## src/rtl/ahf_core_mailbox_v.sv

```systemverilog
// rtl/ahf_core_mailbox_v.sv - FIFO mailbox responder for the Read/Write/Done_in inter-core handshake
// Outputs are registered from next state; per-side watchdog raises sticky flags on long stalls.
module ahf_core_mailbox_v #(
   parameter int WIDTH       = 14,
   parameter int DEPTH       = 8,
   parameter int STALL_LIMIT = 255,
   localparam int CW         = $clog2(DEPTH + 1)
) (
   input  logic             Clk_pin0,
   input  logic             Reset_pin,
   input  logic             Write_in,
   input  logic [WIDTH-1:0] Data_wr,
   output logic             Done_wr,
   input  logic             Read_in,
   output logic [WIDTH-1:0] Data_rd,
   output logic             Done_rd,
   output logic [CW-1:0]    Count,
   input  logic             Clr_flag,
   output logic [1:0]       Stall_flag
);

   localparam int PW = $clog2(DEPTH);
   localparam int SW = $clog2(STALL_LIMIT + 1);
   localparam logic [PW-1:0] P_ONE  = PW'(1);
   localparam logic [CW-1:0] C_ONE  = CW'(1);
   localparam logic [CW-1:0] C_FULL = CW'(DEPTH);
   localparam logic [SW-1:0] S_ONE  = SW'(1);
   localparam logic [SW-1:0] S_MAX  = SW'(STALL_LIMIT);

   logic [WIDTH-1:0] mem [DEPTH];
   logic [PW-1:0]    wr_ptr, rd_ptr, wr_ptr_next, rd_ptr_next;
   logic [CW-1:0]    count_next;
   logic             acc_wr, acc_rd;
   logic [SW-1:0]    wd_wr, wd_rd, wd_wr_next, wd_rd_next;
   logic [WIDTH-1:0] head_next;

   always_comb begin
      acc_wr      = Write_in & ~Done_wr;
      acc_rd      = Read_in & ~Done_rd;
      wr_ptr_next = acc_wr ? wr_ptr + P_ONE : wr_ptr;
      rd_ptr_next = acc_rd ? rd_ptr + P_ONE : rd_ptr;
      count_next  = Count;
      if (acc_wr && !acc_rd)
         count_next = Count + C_ONE;
      else if (!acc_wr && acc_rd)
         count_next = Count - C_ONE;
      // The word being written this edge becomes the head when it lands on rd_ptr_next.
      head_next = (acc_wr && (wr_ptr == rd_ptr_next)) ? Data_wr : mem[rd_ptr_next];
      wd_wr_next = (!Write_in || acc_wr) ? '0 : ((wd_wr == S_MAX) ? S_MAX : wd_wr + S_ONE);
      wd_rd_next = (!Read_in || acc_rd) ? '0 : ((wd_rd == S_MAX) ? S_MAX : wd_rd + S_ONE);
   end

   always_ff @(posedge Clk_pin0) begin
      if (acc_wr)
         mem[wr_ptr] <= Data_wr;
   end

   always_ff @(posedge Clk_pin0 or negedge Reset_pin) begin
      if (!Reset_pin) begin
         wr_ptr     <= '0;
         rd_ptr     <= '0;
         Count      <= '0;
         Done_wr    <= 1'b0;
         Done_rd    <= 1'b1;
         Data_rd    <= '0;
         wd_wr      <= '0;
         wd_rd      <= '0;
         Stall_flag <= 2'b00;
      end else begin
         wr_ptr  <= wr_ptr_next;
         rd_ptr  <= rd_ptr_next;
         Count   <= count_next;
         Done_wr <= (count_next == C_FULL);
         Done_rd <= (count_next == '0);
         Data_rd <= (count_next != '0) ? head_next : '0;
         wd_wr   <= wd_wr_next;
         wd_rd   <= wd_rd_next;
         // A new set on the same edge as Clr_flag takes priority.
         Stall_flag[0] <= (wd_wr_next == S_MAX) ? 1'b1 : (Clr_flag ? 1'b0 : Stall_flag[0]);
         Stall_flag[1] <= (wd_rd_next == S_MAX) ? 1'b1 : (Clr_flag ? 1'b0 : Stall_flag[1]);
      end
   end

endmodule

```

## config.mk

```make
export PLATFORM = sky130hd
export DESIGN_NAME = ahf_core_mailbox_v
export DESIGN_NICKNAME = d
export VERILOG_FILES = /design/src/rtl/ahf_core_mailbox_v.sv
export SDC_FILE = /design/constraint.sdc
export NUM_CORES = 1
export LEC_CHECK = 0
export ABC_AREA = 1
export CAP_MARGIN = 20
export CELL_PAD_IN_SITES_DETAIL_PLACEMENT = 1
export CELL_PAD_IN_SITES_GLOBAL_PLACEMENT = 2
export CORE_ASPECT_RATIO = 0.5
export CORE_MARGIN = 4
export CORE_UTILIZATION = 35
export DETAILED_ROUTE_END_ITERATION = 10
export GPL_TIMING_DRIVEN = 0
export PLACE_DENSITY_LB_ADDON = 0.1
export SYNTH_ARGS = -nofsm -noshare
export SYNTH_HDL_FRONTEND = slang
export SYNTH_SLANG_ARGS = --single-unit
```

## constraint.sdc

```tcl
create_clock -name Clk_pin0 -period 2.1 [get_ports Clk_pin0]
set_input_delay 0.21 -clock Clk_pin0 [delete_from_list [all_inputs] [get_ports Clk_pin0]]
set_output_delay 0.21 -clock Clk_pin0 [all_outputs]
set_load 0.005 [all_outputs]
```

Word level (Yosys, flattened, before mapping). Memories as Yosys holds them, arrays and structs flattened. Index checks and enable logic that the tools add are counted.

Mux-type cells: 14. Bitwise gates (word level): 4. Equal/unequal tests: 6. Add/subtract/negate cells: 6. Reduce and logical (&&, ||, !) cells: 13.

Operators by type and width (count): 8-bit == test (second input constant) (4); 8-bit two-way mux (4); 14-bit two-way mux (2); 8-bit by 1-bit adder with 8-bit output (second input constant) (2); 4-bit two-way mux (2); 3-bit by 1-bit adder with 3-bit output (second input constant) (2); 1-bit two-way mux (5); 4-bit by 1-bit adder with 4-bit output (second input constant) (1); 4-bit == test (second input constant) (1); 1-bit zero test (4); 4-bit zero test (1); 2-bit nonzero test (2); 4-bit nonzero test (1); 4-bit by 1-bit subtractor with 4-bit output (second input constant) (1); 3-bit == test (1); 1-bit logical AND (3); 3-bit two-way mux (1); 1-bit bitwise AND (2); 1-bit logical OR (2); 1-bit inverter (2).

Output and inout bits: 22. Memories: 1. Flip-flop bits (word level): 44. Bits in writable memories: 112.

Memory list: mem (words 8, bits a word 14, read ports 1, clocked after Yosys merged registers in 0, wr ports 1, line 30) `logic [WIDTH-1:0] mem [DEPTH];`.

Logic depth before layout (Yosys ltp). Gate-level depths: netlist of the first run.

Word-level depth: 8. Mapped depth: 13.

Worst setup path before layout of the first run. OpenSTA, ideal clock, no wires.

Path type: register to register. Start point: reg Done_wr. End point: mem mem[0][0], enable pin. Stages on the path, launching flop included: 6. Period minus slack after synthesis: 1.750 ns. Arrival: 1.366 ns. Setup time: 0.384 ns. Setup slack: 0.350 ns. Required time: 1.716 ns. Path through: dfrtp_1 -> inv_1 -> nand2_2 -> inv_2 -> nand2_1 -> nor2_1.

Cells in the longest elaborated chain, start to end: 4.

RTL lines: start: declaration (line 13) `output logic Done_wr,`; start signal: assignment (line 73) `Done_wr <= (count_next == C_FULL);`; 1-bit inverter (line 38) `acc_wr = Write_in & ~Done_wr;`; 1-bit bitwise AND (line 38); 1-bit two-way mux (line 54) `if (acc_wr)`; 1-bit two-way mux (not written as such) (line 55) `mem[wr_ptr] <= Data_wr;`; end: declaration (line 30).

No other way between the ends.

Final worst setup path of the first run.
Start point: reg rd_ptr[0]. End point: reg Data_rd[12].

Cells in the longest elaborated chain, start to end: 6.

RTL lines: start: declaration (line 31) `logic [PW-1:0] wr_ptr, rd_ptr, wr_ptr_next, rd_ptr_next;`; start signal: assignment (line 71) `rd_ptr <= rd_ptr_next;`; 3-bit by 1-bit adder with 3-bit output (line 41) `rd_ptr_next = acc_rd ? rd_ptr + P_ONE : rd_ptr;`; 3-bit two-way mux (*) (line 41); branches (longest 2 deep; another with memory read 8 x 14 bit); 14-bit two-way mux (*) (line 48) `head_next = (acc_wr && (wr_ptr == rd_ptr_next)) ? Data_wr : mem[rd_ptr_next];`; 14-bit two-way mux (*) (line 75) `Data_rd <= (count_next != '0) ? head_next : '0;`; end signal: assignment (line 75); end: declaration (line 15) `output logic [WIDTH-1:0] Data_rd,`.

Every way passes the cells marked *. A chain may end at the register's enable or synchronous reset.

==> results of run 1 <==
## worst max-delay path, stage by stage, from the launching register on
cell	delay, ns
dfrtp_1	0.41
ha_1	0.32
nand3_1	0.10
nand2_2	0.10
buf_2	0.22
a21oi_1	0.17
nand3_1	0.10
nor2_2	0.18
nor2_1	0.08
nor2_1	0.19
## Yosys cell counts, drive strengths merged, types with 2 or more instances
cell type,number,area share
dfrtp,43,0.16
buf,22,0.024
inv,63,0.034
xnor2,3,0.0038
a21oi,13,0.0099
nor2,70,0.040
nand3,115,0.084
nand4,6,0.0054
ha,6,0.011
edfxtp,112,0.49
nand2,238,0.13
xor2,2,0.0025
o21ai,4,0.0029
## stage by stage
step | power, mW | util | setup TNS, ns
after global routing | 13.5 | 0.431 | 0
after detailed placement | 9.46 | 0.397 | -18.96
after CTS | 12.6 | 0.428 | -0.0791
after floorplan | 7.42 | - | 0
final | 12.5 | 0.431 | 0
after global placement | 9.31 | 0.393 | -99.30
## what timing repair did
item | CTS | global route
endpoints found under the hold margin | 16 | 0
pin swaps | 0 | 0
hold buffers | 1 | 0
setup endpoints to repair | 14 | 73
resized for setup | 1 | 20
## power breakdown
| part | leakage [nW] | internal [mW] | switching [mW] | total (mW) |
|---|---|---|---|---|
| logic | 1.75 | 1.83 | 3.39 | 5.23 |
| clock network | 0.288 | 1.79 | 1.28 | 3.07 |
| registers | 1.58 | 3.95 | 0.264 | 4.21 |
| total | 3.61 | 7.57 | 4.94 | 12.5 |
## sequential cells by signal, summed over array words and instances, names as in the netlist
register    cells
Done_wr         1
Done_rd         1
rd_ptr          3
Data_rd        14
wr_ptr          3
wd_wr           8
Count           4
wd_rd           8
mem           112
Stall_flag      2
## kinds of logic (layout without fill, tap and decap cells)
group	after synthesis	in the layout	synth area share
buf+inv	86	165	0.0587
fa+ha+maj	6	6	0.0108
xor+xnor	5	5	0.00632
flops	156	156	0.645
simple gates	432	432	0.266
compound gates	18	18	0.0139
## worst paths after layout
check / depth (start not counted) / endpoint / startpoint
min in group asynchronous: 2 / rd_ptr[2]$_DFF_PN0_ / Reset_pin
hold reg to reg: 2 / Stall_flag[0]$_DFFE_PN0P_ / Stall_flag[0]$_DFFE_PN0P_
max in group asynchronous: 3 / Count[0]$_DFF_PN0_ / Reset_pin
hold / removal: 3 / wd_rd[6]$_DFF_PN0_ / Read_in
setup / recovery: 9 / Data_rd[12]$_DFF_PN0_ / rd_ptr[0]$_DFF_PN0_
setup reg to reg: 9 / Data_rd[12]$_DFF_PN0_ / rd_ptr[0]$_DFF_PN0_
## cells in the final DEF, fill, tap and decap left out, types with 2 or more instances in the layout
master / n
edfxtp_1: 112
nor2_1: 56
ha_1: 6
clkinv_1: 2
clkbuf_4: 2
buf_4: 9
nand2_1: 228
buf_6: 10
a21oi_1: 12
nor2_4: 4
buf_2: 7
dfrtp_1: 42
nor2_2: 10
nand2_4: 3
clkinv_2: 2
bufinv_16: 2
inv_2: 5
inv_1: 58
clkbuf_16: 17
nand4_1: 6
nand3_1: 114
xnor2_1: 3
xor2_1: 2
clkdlybuf4s50_1: 38
nand2_2: 7
clkinv_4: 3
o21ai_0: 4
inv_6: 4
## cell type report
class | count | area [sq um] | share of cell area
buffer | 23 | 185 | 0.0221
clock buffer | 19 | 443 | 0.0528
clock inverter | 13 | 139 | 0.0166
inverter | 63 | 236 | 0.0282
multi-input combinational | 461 | 2100 | 0.251
sequential | 156 | 4470 | 0.533
tap | 266 | 333 | 0.0397
timing repair buffer | 47 | 475 | 0.0567
## metal layers
metal	track usage	vias to the layer above
li1	-	2441
met1	0.239	2467
met2	0.301	60
met3	0.0382	13
met4	0.0391	0
met5	0	-
==> flow_summary.ini, run 1 <==
[floorplan]
rows = 36
fp.coreArea_sq_mm = 0.0195
die_x_microns = 207
ios = 41
die_h_microns = 107
initial_utilization = 0.356
dieArea_sq_mm = 0.0222

[final_layout]
n_antenna_cell = 0
layoutNonFillerInstCount = 1048
nets = 794
stdcell_area_sq_mm = 0.00838
drive_gt1_frac = 0.120
nFillCells = 2205
area_delta_synth_final_pct = 21.0

[yosys]
avgSynthCellArea_sq_um = 9.85
synth_warnings = 0
netlist_instances = 703
ys_types = 28
synth.yosys.seq_area_share = 0.645
synth_ff_type = edfxtp_1
syn-cell-area_sq_mm = 0.00693
synth_nets = 728
synthArstFlopShare = 0.282
ys_ff_latch = 156
synth_edf_count = 112

[sta]
final-hold-violation-count = 0
timing.final.ws_setup_ns = 0.135
holdWs_ns = 0.218
rsz0062_at_grt = false
slew-limit-headroom = 0.623
period_needed_ns = 1.96
setup_violations = 0
clock_skew_ns = 0.00674
post-route-period-util = 0.936
worstMarginPinSlew_ns = 0.565
fmax_mhz = 509
finalMaxSlewViolations = 0

[hold_path]
min_path_type = in -> reg

[route]
wl_per_cell_microns = 17.7
dr_wl_met3_microns = 593
routed_via_density = 4.75
drtAntennaViolNets = 0
drt-met1-wl_mm = 8.90
wl_met2_mm = 8.97
drc = 0
top_layer_used = met4
wl_mm = 18.6
vias = 4981
drtPass1Iterations = 4
drt_first_iter_violations = 162

[power]
vdd_drop_max_uv = 667
power.density_mw_per_mm2 = 1490
total_leakage_power_nw = 3.61

[placed_design]
dp_hpwl_mm = 13.1
dp_slack_ns = -0.388
routabilityCongestion = 0.748
placedCellCount = 1015
io_buffers = 39
place_area_sq_mm = 0.00773

[global_route]
grt_pass1_vias = 5303
gr-total-overflow = 0
antenna_found_initial = 0
grt_first_pass_wirelength_mm = 29.5
grt_use_total = 0.178
grt_max_degree = 28

[flow_run]
max_cap_violations = 0

[clock_tree]
numCtsBuffers = 17
clockRootBuffer = clkbuf_16
clock_latency_ns = 0.43
clock-sinks = 156
htreeDepth = 4
cts_tree = done
path_clk_slew_ns = 0.06
postCtsSetupRepairBufs = 0
clockBufferDepth = 2

[outcome]
status = finished clean

[setup_path]
required_ns = 2.44
timing.reg2reg.setup_slack_ns = 0.14
critPathLaunchType = register
crit_path_end_kind = register
cp_max_fo = 10
path_class = reg -> reg
arrival_ns = 2.30
(Power assumes the default switching activity.)
==> run 2: changes to the inputs <==
==> constraint.sdc (replaced) <==
create_clock -name Clk_pin0 -period 2.1 [get_ports Clk_pin0]
set_input_delay 0.21 -clock Clk_pin0 [delete_from_list [all_inputs] [get_ports Clk_pin0]]
set_output_delay 0.21 -clock Clk_pin0 [all_outputs]
set_load 0.01 [all_outputs]
==> results of run 2 <==
Same layout as run 1 (identical final DEF). Status: finished clean.
Among the figures that moved: total power 12.5 mW -> 12.6 mW; worst IR drop on VDD 667 uV -> 673 uV
==> patch: new RTL, config.mk and constraints of run 1 <==
Change the parameter `WIDTH` from 14 to 28.
--- a/src/rtl/ahf_core_mailbox_v.sv
+++ b/src/rtl/ahf_core_mailbox_v.sv
@@ -2,5 +2,5 @@
 // Outputs are registered from next state; per-side watchdog raises sticky flags on long stalls.
 module ahf_core_mailbox_v #(
-   parameter int WIDTH       = 14,
+   parameter int WIDTH       = 28,
    parameter int DEPTH       = 8,
    parameter int STALL_LIMIT = 255,
Interface: changed (resized Data_rd and Data_wr); port bits go from 41 to 69. No check against the original RTL was run, so the function may have changed too.
==> patch against run 1 <==
Synthesized cell count grew 66%. Cell area is 80% higher. Total power grew 86%. Non-clock buffer count grew 82. Worst setup slack worse by 0.050 ns. Sequential power grew 80%. Largest cell class unchanged. Fmax is 2.5% lower. Routed wire length grew 97%. Sequential cell count up 126. Via count up 76%. Core utilization increased by 1.8 points. Area after synthesis up 74%.
==> patch: results (changes against run 1) <==
stage,metric,value,unit,change
status,status,finished clean,,
cells_and_area,clk_share,6.25,%,-0.69 points
placed_design,hpwlAfterDp,23800,um,+82%
placed_design,dp_slack,-0.471,ns,-0.0825 ns
logic_synthesis,synth.area.top_cells,"edfxtp_1 56%, dfrtp_1 12%, nand2_1 11%",,
pwr,combinationalPowerShare,45.3,%,+3.5 points
cells_and_area,finish.utilization,44.8,%,+1.8 points
global_routing,grt_pass1_vias,9067,,+71%
logic_synthesis,syn_avg_cell_area,10.4,um^2,+5.4%
pwr,p_leak,6.25,nW,+73%
cells_and_area,clkbuf_count,38,,+19
worst_setup_path,slowest_delay,0.60,ns,+0.19 ns
clocking,cts_resized,47,,+46
placed_design,detailed_place.area,13600,um^2,+76%
global_routing,grt_max_degree,49,,+75%
cells_and_area,drive_gt1_share,13.7,%,+1.6 points
logic_synthesis,synth_edf_count,224,,+100%
cells_and_area,antenna_cells,0,,unchanged
cells_and_area,n_all_inverters,78,,+24%
placed_design,globalplace.congestion,0.740,,-1.1%
clocking,clkTransAtPathRegs,0.07,ns,
detailed_routing,wl,36600,um,+97%
placed_design,place_inst,1705,,+68%
logic_synthesis,ys_warn_count,0,,unchanged
logic_synthesis,ys_types,29,,+3.6%
logic_synthesis,syn-num-nets,1203,,+65%
clocking,clock_path_buffers,3,,+1
clocking,post_cts_buffers,9,,+9
cells_and_area,nFlopsAndLatches,282,,+81%
clocking,h-tree-depth,1,,-3
cells_and_area,nonClkBufAreaFrac,10.9,%,+3.1 points
logic_synthesis,synth_common_cells,"353 x nand2_1, 228 x nand3_1, 224 x edfxtp_1",,
placed_design,io_buffers,67,,+72%
worst_hold_path,hold_class,primary input to async pin,,
pwr,clk-power,5.16,mW,+68%
pwr,p_sw_share,39.7,%,+0.24 points
cells_and_area,nFillCells,3668,,+66%
global_routing,met3_usage,2.75,%,-1.1 points
pwr,p_per_area,1550,nW/um^2,+3.6%
cells_and_area,final_cells,1776,,+69%
logic_synthesis,synth_async_sr_flop_share,20.6,%,-7.6 points
cells_and_area,buffers_excl_clock,152,,+120%
worst_setup_path,critPathSlowestCell,dfstp_2,,
logic_synthesis,ys_seq_area_share,67.7,%,+3.2 points
sta,maxSlewHeadroom,65.9,%,+3.6 points
sta,clock-skew-final,0.0207,ns,+0.0140 ns
global_routing,use_met2,32.0,%,+1.9 points
detailed_routing,wl_met3,1350,um,+130%
cells_and_area,multiInputCombCellCount,747,,+62%
detailed_routing,avgViaCountPerCell,4.93,,+3.8%
cells_and_area,reg.largest.list,"mem: 224 flops, Data_rd: 28 flops",,
clocking,clock_latency,0.56,ns,+0.13 ns
clocking,numCtsBuffers,28,,+11
cells_and_area,seq_area,8180,um^2,+83%
global_routing,use_met1,27.7,%,+3.9 points
detailed_routing,drt-initial-drc-count,507,,+210%
pwr,ir_drop,0.841,mV,+26%
global_routing,grt.total_usage,19.2,%,+1.4 points
global_routing,grt_pass1_wl,55400,um,+88%
detailed_routing,met2_length,17100,um,+91%
patch: changes by cell type after synthesis, moves of 10 or more:
cell,change
buf_2,+10
clkbuf_1,+15
dfrtp_1,+14
edfxtp_1,+112
inv_1,+16
nand2_1,+125
nand3_1,+114
nor2_1,+43
patch: cell families after synthesis:
| group | share of synthesized area, % |
|---|---|
| AO/OA/AOI/OAI | 0.714 |
| flip-flops | 67.7 |
| adder cells (fa/ha/maj) | 0.621 |
| buffers and inverters | 5.10 |
| AND/OR/NAND/NOR | 25.6 |
| XOR/XNOR | 0.290 |
patch: worst paths after layout:
path                               start            end  slack (ns)  cells after the start
max                              Done_rd     Data_rd[0]        0.08                     11
min                            Reset_pin     Data_rd[9]        0.07                      2
max reg2reg                      Done_rd     Data_rd[0]        0.08                     11
min reg2reg                Stall_flag[0]  Stall_flag[0]        0.48                      2
max in group asynchronous      Reset_pin        Done_rd        1.41                      3
min in group Clk_pin0            Read_in       wd_rd[1]        0.16                      3
